`src/rtl/uart_tx_fifo.sv`:
```
// 8N1 UART transmitter fed by a small write FIFO.
// Status flags (full/empty/idle) decode the registered FIFO count and FSM state.
module uart_tx_fifo #(
  parameter int CLKS_PER_BIT = 100,
  parameter int FIFO_DEPTH   = 4
) (
  input  logic       i_clk,
  input  logic       i_rst_n,
  input  logic       i_wr_en,
  input  logic [7:0] i_wr_data,
  output logic       o_full,
  output logic       o_empty,
  output logic       o_idle,
  output logic       o_ovf,
  output logic       o_txd
);
  localparam int AW = $clog2(FIFO_DEPTH);
  localparam int BW = $clog2(CLKS_PER_BIT);
  localparam logic [BW-1:0] BAUD_LAST = BW'(CLKS_PER_BIT - 1);
  localparam logic [AW:0]   DEPTH_C   = (AW+1)'(FIFO_DEPTH);

  typedef enum logic [1:0] {IDLE, START, DATA, STOP} state_t;

  logic [7:0]    mem [FIFO_DEPTH];
  logic [AW-1:0] wr_ptr, rd_ptr;
  logic [AW:0]   count;
  state_t        state;
  logic [7:0]    shift;
  logic [BW-1:0] baud;
  logic [2:0]    idx;
  logic          push, pop, baud_done;

  assign o_full    = (count == DEPTH_C);
  assign o_empty   = (count == '0);
  assign o_idle    = (state == IDLE) && o_empty;
  assign push      = i_wr_en && !o_full;
  assign baud_done = (baud == BAUD_LAST);
  // STOP pops on its final cycle so the next start bit follows with no gap
  assign pop       = !o_empty && ((state == IDLE) || (state == STOP && baud_done));

  always_ff @(posedge i_clk) begin
    if (push) mem[wr_ptr] <= i_wr_data;
  end

  always_ff @(posedge i_clk or negedge i_rst_n) begin
    if (!i_rst_n) begin
      wr_ptr <= '0;
      rd_ptr <= '0;
      count  <= '0;
      o_ovf  <= 1'b0;
    end else begin
      // a write against a full FIFO is dropped even if a pop frees a slot
      o_ovf <= i_wr_en && o_full;
      if (push) wr_ptr <= wr_ptr + 1'b1;
      if (pop)  rd_ptr <= rd_ptr + 1'b1;
      case ({push, pop})
        2'b10:   count <= count + 1'b1;
        2'b01:   count <= count - 1'b1;
        default: count <= count;
      endcase
    end
  end

  always_ff @(posedge i_clk or negedge i_rst_n) begin
    if (!i_rst_n) begin
      state <= IDLE;
      o_txd <= 1'b1;
      shift <= '0;
      baud  <= '0;
      idx   <= '0;
    end else begin
      case (state)
        IDLE: begin
          baud <= '0;
          idx  <= '0;
          if (pop) begin
            shift <= mem[rd_ptr];
            state <= START;
            o_txd <= 1'b0;
          end
        end
        START: begin
          if (baud_done) begin
            baud  <= '0;
            idx   <= '0;
            state <= DATA;
            o_txd <= shift[0];
          end else begin
            baud <= baud + 1'b1;
          end
        end
        DATA: begin
          if (baud_done) begin
            baud <= '0;
            if (idx == 3'd7) begin
              state <= STOP;
              o_txd <= 1'b1;
            end else begin
              shift <= {1'b0, shift[7:1]};
              o_txd <= shift[1];
              idx   <= idx + 3'd1;
            end
          end else begin
            baud <= baud + 1'b1;
          end
        end
        STOP: begin
          if (baud_done) begin
            baud <= '0;
            if (pop) begin
              shift <= mem[rd_ptr];
              state <= START;
              o_txd <= 1'b0;
            end else begin
              state <= IDLE;
              o_txd <= 1'b1;
            end
          end else begin
            baud <= baud + 1'b1;
          end
        end
        default: begin
          state <= IDLE;
          o_txd <= 1'b1;
        end
      endcase
    end
  end
endmodule

```
`config.mk`:
```
export PLATFORM = sky130hd
export DESIGN_NAME = uart_tx_fifo
export DESIGN_NICKNAME = d
export VERILOG_FILES = /design/src/rtl/uart_tx_fifo.sv
export SDC_FILE = /design/constraint.sdc
export NUM_CORES = 1
export LEC_CHECK = 0
export BUFFER_PORTS_ARGS = -buffer_cell sky130_fd_sc_hd__clkbuf_2
export CORE_UTILIZATION = 60
export DETAILED_ROUTE_END_ITERATION = 10
export PLACE_DENSITY = 0.78
export SLEW_MARGIN = 20
export SYNTH_ARGS = -nofsm -noshare
export SYNTH_HDL_FRONTEND = slang
export SYNTH_SLANG_ARGS = --single-unit
```
`constraint.sdc`:
```
create_clock -name i_clk -period 3.33 [get_ports i_clk]
set_clock_uncertainty 0.1 [all_clocks]
set_input_delay 0.1665 -clock i_clk [delete_from_list [all_inputs] [get_ports i_clk]]
set_output_delay 0.1665 -clock i_clk [all_outputs]
set_load 0.03 [all_outputs]
```
### Word-level counts from Yosys, hierarchy flattened

Memory sizes are Yosys's and may differ from the RTL's.
Index checks and enable logic that the tools add are counted.

| word-level totals | value |
|---|---|
| register bits | 29 |
| latch bits | 0 |
| memory bits (writable) | 32 |
| ROM bits | 0 |
| logic and storage cells | 76 |
| memories kept | 1 |

Memory list:

| memory | depth | width | rd ports | clocked after memory_dff | write ports | RTL line | text |
|---|---|---|---|---|---|---|---|
| mem | 4 | 8 | 1 | 0 | 1 | 24 | `logic [7:0] mem [FIFO_DEPTH];` |

| cells by class | value |
|---|---|
| add/sub/neg operators | 6 |
| multiply operators | 0 |
| div/mod/pow operators | 0 |
| $lt $le $gt $ge | 0 |
| eq/ne operators | 14 |
| shift operators | 0 |
| muxes and demuxes | 28 |
| bitwise logic cells | 0 |
| reductions and logical operators | 18 |

Operators by type and width:

| cell | number |
|---|---|
| $mux 8 | 4 |
| $pmux 8 s3 | 1 |
| $pmux 7 s2 | 1 |
| $ne 2x2->1 const B | 6 |
| $reduce_and 4->1 | 3 |
| $mux 2 | 5 |
| $mux 1 | 9 |
| $mux 3 | 3 |
| $pmux 3 s3 | 1 |
| $pmux 2 s4 | 1 |
| $add 7x1->7 const B | 1 |
| $eq 7x7->1 const B | 1 |
| $mux 7 | 1 |
| $add 3x1->3 const B | 2 |
| $eq 2x2->1 const B | 3 |
| $eq 3x3->1 const B | 2 |
| $pmux 3 s2 | 1 |
| $reduce_bool 3->1 | 2 |
| $logic_and 1x1->1 | 5 |
| $reduce_and 5->1 | 1 |
| $add 2x1->2 const B | 2 |
| $eq 2x1->1 const B | 2 |
| $pmux 1 s4 | 1 |
| $logic_not 3->1 | 1 |
| other kinds (6) | 7 |

### Depth between registers and ports, before layout

Gate-level depths: netlist of run 1.

| logic depth | value |
|---|---|
| depth after elaboration | 7 |
| mapped depth | 11 |
| gate-level depth less buffers | 10 |

### Worst setup path before layout of run 1

OpenSTA, ideal clock, no wires.

| timing path | value |
|---|---|
| path type | flip-flop to flip-flop |
| from | register state[0] |
| to | register shift[0] |
| setup time | 0.125 ns |
| data arrival time | 2.179 ns |
| data required time | 3.105 ns |
| path slack | 0.926 ns |
| cell stages (with the launch flop) | 7 |
| period minus slack after synthesis | 2.404 ns |
| cells stage by stage | dfrtp_1 -> inv_1 -> ha_1 -> buf_2 -> or4b_1 -> a221oi_4 -> mux2_2 |

| on the way | value |
|---|---|
| word-level cells in the longest chain between the ends | 7 |
| elaborated cells on any way between the ends | 14 |
| classes of those cells | eq/ne: 5; mux: 3; reduce/logical: 6 |

Ends and longest elaborated chain:

| what | RTL line | text |
|---|---|---|
| start, declared | 27 | `state_t state;` |
| start signal, assigned | 66 | `state <= IDLE;` |
| start signal, assigned | 78 | `state <= START;` |
| start signal, assigned | 86 | `state <= DATA;` |
| $eq 2x2->1 | 39, 72 |  |
| $logic_and 1x1->1 | 39 | `assign pop = !o_empty && ((state == IDLE) \|\| (state == STOP && baud_done));` |
| $logic_or 1x1->1 | 39 |  |
| $logic_and 1x1->1 | 39 |  |
| $mux 8 (2 in a row) | - |  |
| $pmux 8 s3 | 72 | `case (state)` |
| end signal, assigned | 77 | `shift <= mem[rd_ptr];` |
| end signal, assigned | 99 | `shift <= {1'b0, shift[7:1]};` |
| end signal, assigned | 111 | `shift <= mem[rd_ptr];` |
| end, declared | 28 | `logic [7:0] shift;` |

Several ways; a longest one is shown, not always the timed one. The select of a mux whose other input is x is not followed.
A chain may end at the register's enable or synchronous reset.

### Worst setup path after layout of run 1

| timing path | value |
|---|---|
| from | register state[0] |
| to | register shift[5] |

Same word-level chain as after synthesis.

==> flow_metrics.py, run 1 <==
metrics = {
    "run_status": {
        "status": "complete, but fails checks",
        "violations": "design-rule violations",
    },
    "final_layout": {
        "num-fill-cells": 298,
        "design_area_um2": 3250,
        "mostFrequentLayoutCell": "edfxtp_1",
        "final_util": 0.732,
        "area_growth_pct": 15.2,
        "nets": 245,
        "drive_above_1_share": 0.272,
        "final_cell_mix": "edfxtp_1 (32), dfrtp_1 (28), mux2_2 (18), clkbuf_2 (15), ha_1 (14)",
        "antennaDiodeCount": 0,
    },
    "synthesis": {
        "syn_nets": 216,
        "syn_avg_cell_area_um2": 14.9,
        "synth_cells": 190,
        "synth-seq-cells": 61,
        "synth_cell_type_count": 39,
        "syn_area_um2": 2820,
        "yosysSeqAreaShare": 0.598,
        "yosys_warnings": 0,
    },
    "run": {
        "drv_cap": 0,
    },
    "setup_path": {
        "crit_arrival_ns": 2.94,
        "cp.buffers_inverters": 1,
        "cp_cell_sequence": "inv_1, ha_1, or4b_1, a221oi_4, mux2_2",
        "rr_worst_depth": 5,
        "crit_fanout": 19,
        "worstSetupPathType": "reg -> reg",
        "start_kind": "flip-flop",
        "crit_cells": 5,
        "critPathMaxStageDelay_ns": 0.68,
        "r2r_end": "shift[5]$_DFFE_PN0P_",
        "slowest_stage": "or4b_1",
        "worstReg2RegStart": "state[0]$_DFFE_PN0P_",
        "crit_required_ns": 3.45,
        "critPathCaptureType": "flip-flop",
        "r2r_slack_ns": 0.52,
        "cp-startpoint": "state[0]$_DFFE_PN0P_",
        "endpoint": "shift[5]$_DFFE_PN0P_",
        "critPathTopFamily": "simple AND/OR/NAND/NOR gates",
    },
    "sta": {
        "worst_pin_slew_ns": 0.778,
        "setup_ws_ns": 0.516,
        "final-hold-violation-count": 0,
        "final.period_utilization": 0.845,
        "setup_tns_ns": 0,
        "setup_viol": 0,
        "slew_headroom": 0.481,
        "period_needed_ns": 2.81,
        "drv_slew": 0,
        "rsz0062_at_grt": "false",
        "fmax_mhz": 355,
    },
    "drt": {
        "drc": 2,
        "first_iter_violations": 95,
        "dr.pass1.iters": 7,
        "routed_wl_um": 4790,
        "routedWlPerCell_um": 17.4,
        "viasPerCell": 5.93,
        "antenna_left": 0,
        "vias": 1638,
    },
    "place": {
        "placed_cell_area_um2": 2940,
        "place.gp.congestion": 0.762,
        "io_buffers": 15,
        "dp_slack_ns": 0.534,
        "dpl.hpwl_um": 3310,
    },
    "clock_network": {
        "cts-buffers-inserted": 9,
        "cts-htree-levels": 3,
        "root_buffer": "clkbuf_8",
        "clk-insertion-delay-late_ns": 0.33,
        "cts_tree": "done",
        "cts.sinks": 61,
        "clkTransAtPathRegs_ns": 0.07,
        "clockBufferDepth": 2,
    },
    "die": {
        "fp.dieH_um": 70.6,
        "dieArea_um2": 4990,
        "rows": 24,
        "die_w_um": 70.6,
        "pin_count": 16,
        "start_util": 0.635,
        "coreArea_um2": 4440,
    },
    "power": {
        "leakagePower_uw": 0.00134,
        "max-vdd-ir-drop_mv": 0.550,
        "power.density_nw_per_um2": 933,
    },
    "grt": {
        "grt_overflow": 0,
        "grt_usage": 0.227,
        "grt_antenna_before_repair": 0,
        "grt_pass1_wl_um": 8380,
        "grt_max_degree": 30,
        "grt_pass1_vias": 1741,
    },
    "hold_path": {
        "min_path_type": "in -> reg",
        "hold_depth": 2,
    },
}
power by group:
group	leakage [uW]	internal, uW	switching, uW
clock network	0.000116	460	273
logic	0.000574	533	539
registers	0.000654	1040	194
total	0.00134	2030	1010
cell type report:
cell class              instances  area, um^2  area share
multi-input cells             112        1070       0.329
flip-flops and latches         61        1690       0.519
clock buffers                  12         155      0.0477
inverters                      11        41.3      0.0127
repair buffers                 24         165      0.0507
clock inverters                 4        70.1      0.0215
well taps                      52        65.1      0.0200
flip-flops by register name, summed over array words and instances, names as in the netlist:
| name | cells |
|---|---|
| wr_ptr | 2 |
| o_txd | 1 |
| state | 2 |
| count | 3 |
| rd_ptr | 2 |
| o_ovf | 1 |
| idx | 3 |
| shift | 8 |
| mem | 32 |
| baud | 7 |
repair_timing:
action,in CTS,in global routing
buffers inserted,0,0
hold buffers,9,0
gates resized for setup,0,0
endpoints found under the hold margin,60,0
through the flow:
stage | hold WS, ns | total power [uW] | instances
6_report | 0.0448 | 3040 | 276
5_1_grt | 0.0698 | 3240 | 276
4_1_cts | 0.0407 | 3040 | 276
3_5_place_dp | 0.149 | 2310 | 251
3_3_place_gp | 0.141 | 2210 | 251
2_1_floorplan | -0.229 | 2040 | 190
Yosys cell counts:
cell,instances,area share
nor3b_1,1,0.0027
nor2_1,11,0.015
or4b_1,1,0.0035
a2111oi_0,1,0.0031
o31a_1,1,0.0031
inv_1,11,0.015
buf_2,2,0.0035
dfstp_2,1,0.0093
or4_1,1,0.0027
xnor2_1,3,0.0093
a221o_1,1,0.0035
clkbuf_1,4,0.0053
xor2_1,8,0.025
mux2_2,18,0.072
nand2b_1,1,0.0022
and2_1,3,0.0066
a21oi_1,3,0.0053
a31oi_1,3,0.0066
nor3_2,1,0.0035
o211ai_1,1,0.0027
dfrtp_1,28,0.25
o21a_1,1,0.0027
nor2b_1,3,0.0066
a21o_1,1,0.0027
nand4b_1,1,0.0031
ha_1,14,0.062
o41ai_1,1,0.0031
and2_2,1,0.0027
a221oi_4,1,0.0093
mux2i_1,2,0.0071
o21ai_0,4,0.0071
nor3_1,1,0.0018
fa_1,1,0.0071
nand3_1,3,0.0053
nand2_1,5,0.0066
and3_1,6,0.013
nor4b_4,1,0.0084
edfxtp_1,32,0.34
mux4_2,8,0.064
cells by family (layout without fill, tap and decap cells):
kind of cell / Yosys count / after routing / share of synthesized area
DFF: 61 / 61 / 0.598
and+or+nand+nor: 40 / 40 / 0.0837
muxes: 28 / 28 / 0.143
AOI/OAI and AO/OA: 18 / 18 / 0.0492
buffers and inverters: 17 / 51 / 0.0235
adders and majority gates: 15 / 15 / 0.0691
xor gates and xnor gates: 11 / 11 / 0.0341
worst min-delay path by stage:
stage / startpoint / endpoint / slack [ns]
after global placement: i_rst_n / shift[5]$_DFFE_PN0P_ / 0.14
after global routing: i_wr_en / o_ovf$_DFF_PN0_ / 0.07
after floorplan: i_rst_n / baud[0]$_DFF_PN0_ / -0.23
final: i_wr_en / o_ovf$_DFF_PN0_ / 0.04
after CTS: i_wr_en / o_ovf$_DFF_PN0_ / 0.04
after detailed placement: i_rst_n / shift[5]$_DFFE_PN0P_ / 0.15
worst reg2reg max path: stages (launching register included):
cell      delay, ns
dfrtp_1        0.42
inv_1          0.12
ha_1           0.49
or4b_1         0.68
a221oi_4       0.50
mux2_2         0.41
per-layer routing:
metal	up-vias	part of all wire	routed length (um)	global-route usage
li1	754	-	-	-
met1	844	0.45	2140	0.293
met2	30	0.50	2420	0.373
met3	10	0.029	137	0.0484
met4	0	0.021	99	0.109
met5	-	0	0	0
Note: power is estimated with default switching activity, not from simulation.
==> run 2, diff against run 1 <==
- CORE_UTILIZATION: 60 -> 54
- PLACE_DENSITY: 0.78 -> 0.74
- clock period: 3.33 -> 2.3 ns (I/O delays scaled with it)
==> flow_metrics.py, run 2 (synthesis results as in run 1) <==
metrics = {
    "run_status": {
        "status": "completed",
    },
    "final_layout": {
        "top_register": "mem",
        "num-fill-cells": 356,
        "reg_top3": "mem: 32 flops, shift: 8 flops, baud: 7 flops",
        "drive_above_1_share": 0.373,
        "multi_input_area_um2": 1140,
        "regArea_um2": 1690,
        "antennaDiodeCount": 0,
        "largest_reg_flops": 32,
        "final_cell_mix": "edfxtp_1 (32), dfrtp_1 (27), buf_4 (18), clkbuf_2 (15)",
        "area_growth_pct": 22.2,
        "design_area_um2": 3450,
        "mostFrequentLayoutCell": "edfxtp_1",
        "nets": 265,
    },
    "sta": {
        "setup_viol": 0,
        "worst_pin_slew_ns": 0.710,
        "whs_ns": 0.261,
        "final.period_utilization": 0.968,
        "slew_headroom": 0.527,
        "rsz0062_at_grt": "true",
        "final-hold-violation-count": 0,
        "period_needed_ns": 2.23,
        "fmax_mhz": 449,
        "drv_slew": 0,
    },
    "place": {
        "io_buffers": 15,
        "dpl.hpwl_um": 3320,
        "placed_cell_area_um2": 3110,
        "place.gp.congestion": 0.839,
    },
    "grt": {
        "grt_usage": 0.211,
        "grt_overflow": 0,
        "grt_antenna_before_repair": 0,
        "grt_pass1_vias": 1740,
        "grt_pass1_wl_um": 8220,
        "grt_max_degree": 30,
    },
    "power": {
        "p_sw_frac": 0.348,
        "p_comb_frac": 0.439,
        "leakagePower_uw": 0.00143,
        "power.density_nw_per_um2": 1310,
        "max-vdd-ir-drop_mv": 0.757,
        "switchingPower_uw": 1570,
        "seqPwrFrac": 0.383,
        "pwr-share-clk": 0.178,
        "intPower_uw": 2950,
    },
    "clock_network": {
        "clockBufferDepth": 2,
        "cts-htree-levels": 3,
        "cts_tree": "done",
        "clk-insertion-delay-late_ns": 0.33,
        "cts.sinks": 61,
        "root_buffer": "clkbuf_8",
        "clkTransAtPathRegs_ns": 0.07,
        "cts-buffers-inserted": 9,
    },
    "setup_path": {
        "worstSetupPathType": "reg -> reg",
        "critPathCaptureType": "flip-flop",
        "critPathMaxStageDelay_ns": 0.46,
        "start_kind": "flip-flop",
        "crit_arrival_ns": 2.37,
        "cp_cell_sequence": "nor4b_4, a31oi_2, nor2_2, ha_2, inv_2, fa_2, xor2_1, nor2_1, xor2_1",
        "slowest_stage": "dfrtp_1",
        "cp_common_cell": "xor2_1",
        "r2r_slack_ns": 0.07,
        "crit_fanout": 4,
        "crit_required_ns": 2.45,
    },
    "drt": {
        "dr.pass1.iters": 4,
        "antenna_left": 0,
        "drc": 0,
        "routedWlPerCell_um": 16.0,
        "vias": 1672,
        "routed_wl_um": 4990,
        "first_iter_violations": 89,
        "viasPerCell": 5.38,
    },
    "die": {
        "pin_count": 16,
        "dieArea_um2": 5520,
        "rows": 25,
        "die_w_um": 74.3,
        "coreArea_um2": 4880,
        "start_util": 0.579,
        "fp.dieH_um": 74.3,
    },
    "hold_path": {
        "min_path_type": "in -> async",
    },
    "run": {
        "drv_cap": 0,
    },
}
run 2: cell count changes in the layout (fill, tap and decap cells not counted), sizes merged:
cell | before | now
clkinvlp | 0 | 2
bufinv | 2 | 0
dlygate4sd3 | 9 | 10
clkbuf | 27 | 26
buf | 0 | 19
clkinv | 2 | 3
run 2: stage by stage:
step,std cells,utilization,worst slack (ns),total power (uW),TNS [ns]
4_1_cts,309,0.702,-0.0103,4480,-0.0103
5_1_grt,311,0.707,-0.0782,4800,-0.0782
3_3_place_gp,278,0.637,0.0528,3470,0
2_1_floorplan,190,-,-0.0296,3080,-0.237
6_report,311,0.707,0.0743,4520,0
3_5_place_dp,278,0.637,-0.0767,3580,-0.0767
run 2: area by class of cell:
class / count / share of cell area
clock inverters: 5 / 0.0109
multi-input cells: 112 / 0.330
inverters: 11 / 0.0120
well taps: 67 / 0.0243
repair buffers: 44 / 0.0957
flip-flops and latches: 61 / 0.489
clock buffers: 11 / 0.0381
run 2: timing repair:
item                                    CTS  global route
hold buffers                             10             0
endpoints found under the hold margin    61             0
resized for setup                         5             4
buffers inserted                          5             2
endpoints found under the setup margin    1             2
pin swaps                                 5             4
run 2: path summary, 6_finish.rpt:
path	start	endpoint	cells past startpoint
max	baud[3]$_DFF_PN0_	count[2]$_DFFE_PN0P_	9
max in group asynchronous	i_rst_n	state[1]$_DFFE_PN0P_	2
max reg2reg	baud[3]$_DFF_PN0_	count[2]$_DFFE_PN0P_	9
min in group i_clk	o_txd$_DFFE_PN1P_	o_txd$_DFFE_PN1P_	2
min	i_rst_n	idx[1]$_DFFE_PN0P_	2
min reg2reg	o_txd$_DFFE_PN1P_	o_txd$_DFFE_PN1P_	2
run 2: per-layer routing:
layer,vias up,track usage,share of wire
met5,-,0,0
met4,0,0.113,0.013
met3,6,0.0325,0.023
met2,28,0.362,0.52
met1,840,0.260,0.44
li1,798,-,-
run 2: critical path: cells and delay by family, from the launching register on:
| kind | cells | cell delay (ns) |
|---|---|---|
| AO/OA/AOI/OAI | 1 | 0.16 |
| AND/OR/NAND/NOR | 3 | 0.55 |
| adder cells (fa/ha/maj) | 2 | 0.53 |
| flip-flops | 1 | 0.46 |
| XOR/XNOR | 2 | 0.31 |
| buffers and inverters | 1 | 0.04 |
run 2: power groups by stage:
| stage | combinational [uW] | clock [uW] | sequential, uW |
|---|---|---|---|
| after floorplan | 1390 | 0 | 1690 |
| after global placement | 1750 | 0 | 1720 |
| after detailed placement | 1840 | 0 | 1750 |
| after CTS | 1940 | 815 | 1720 |
| after global routing | 2180 | 860 | 1760 |
| final | 1980 | 807 | 1730 |
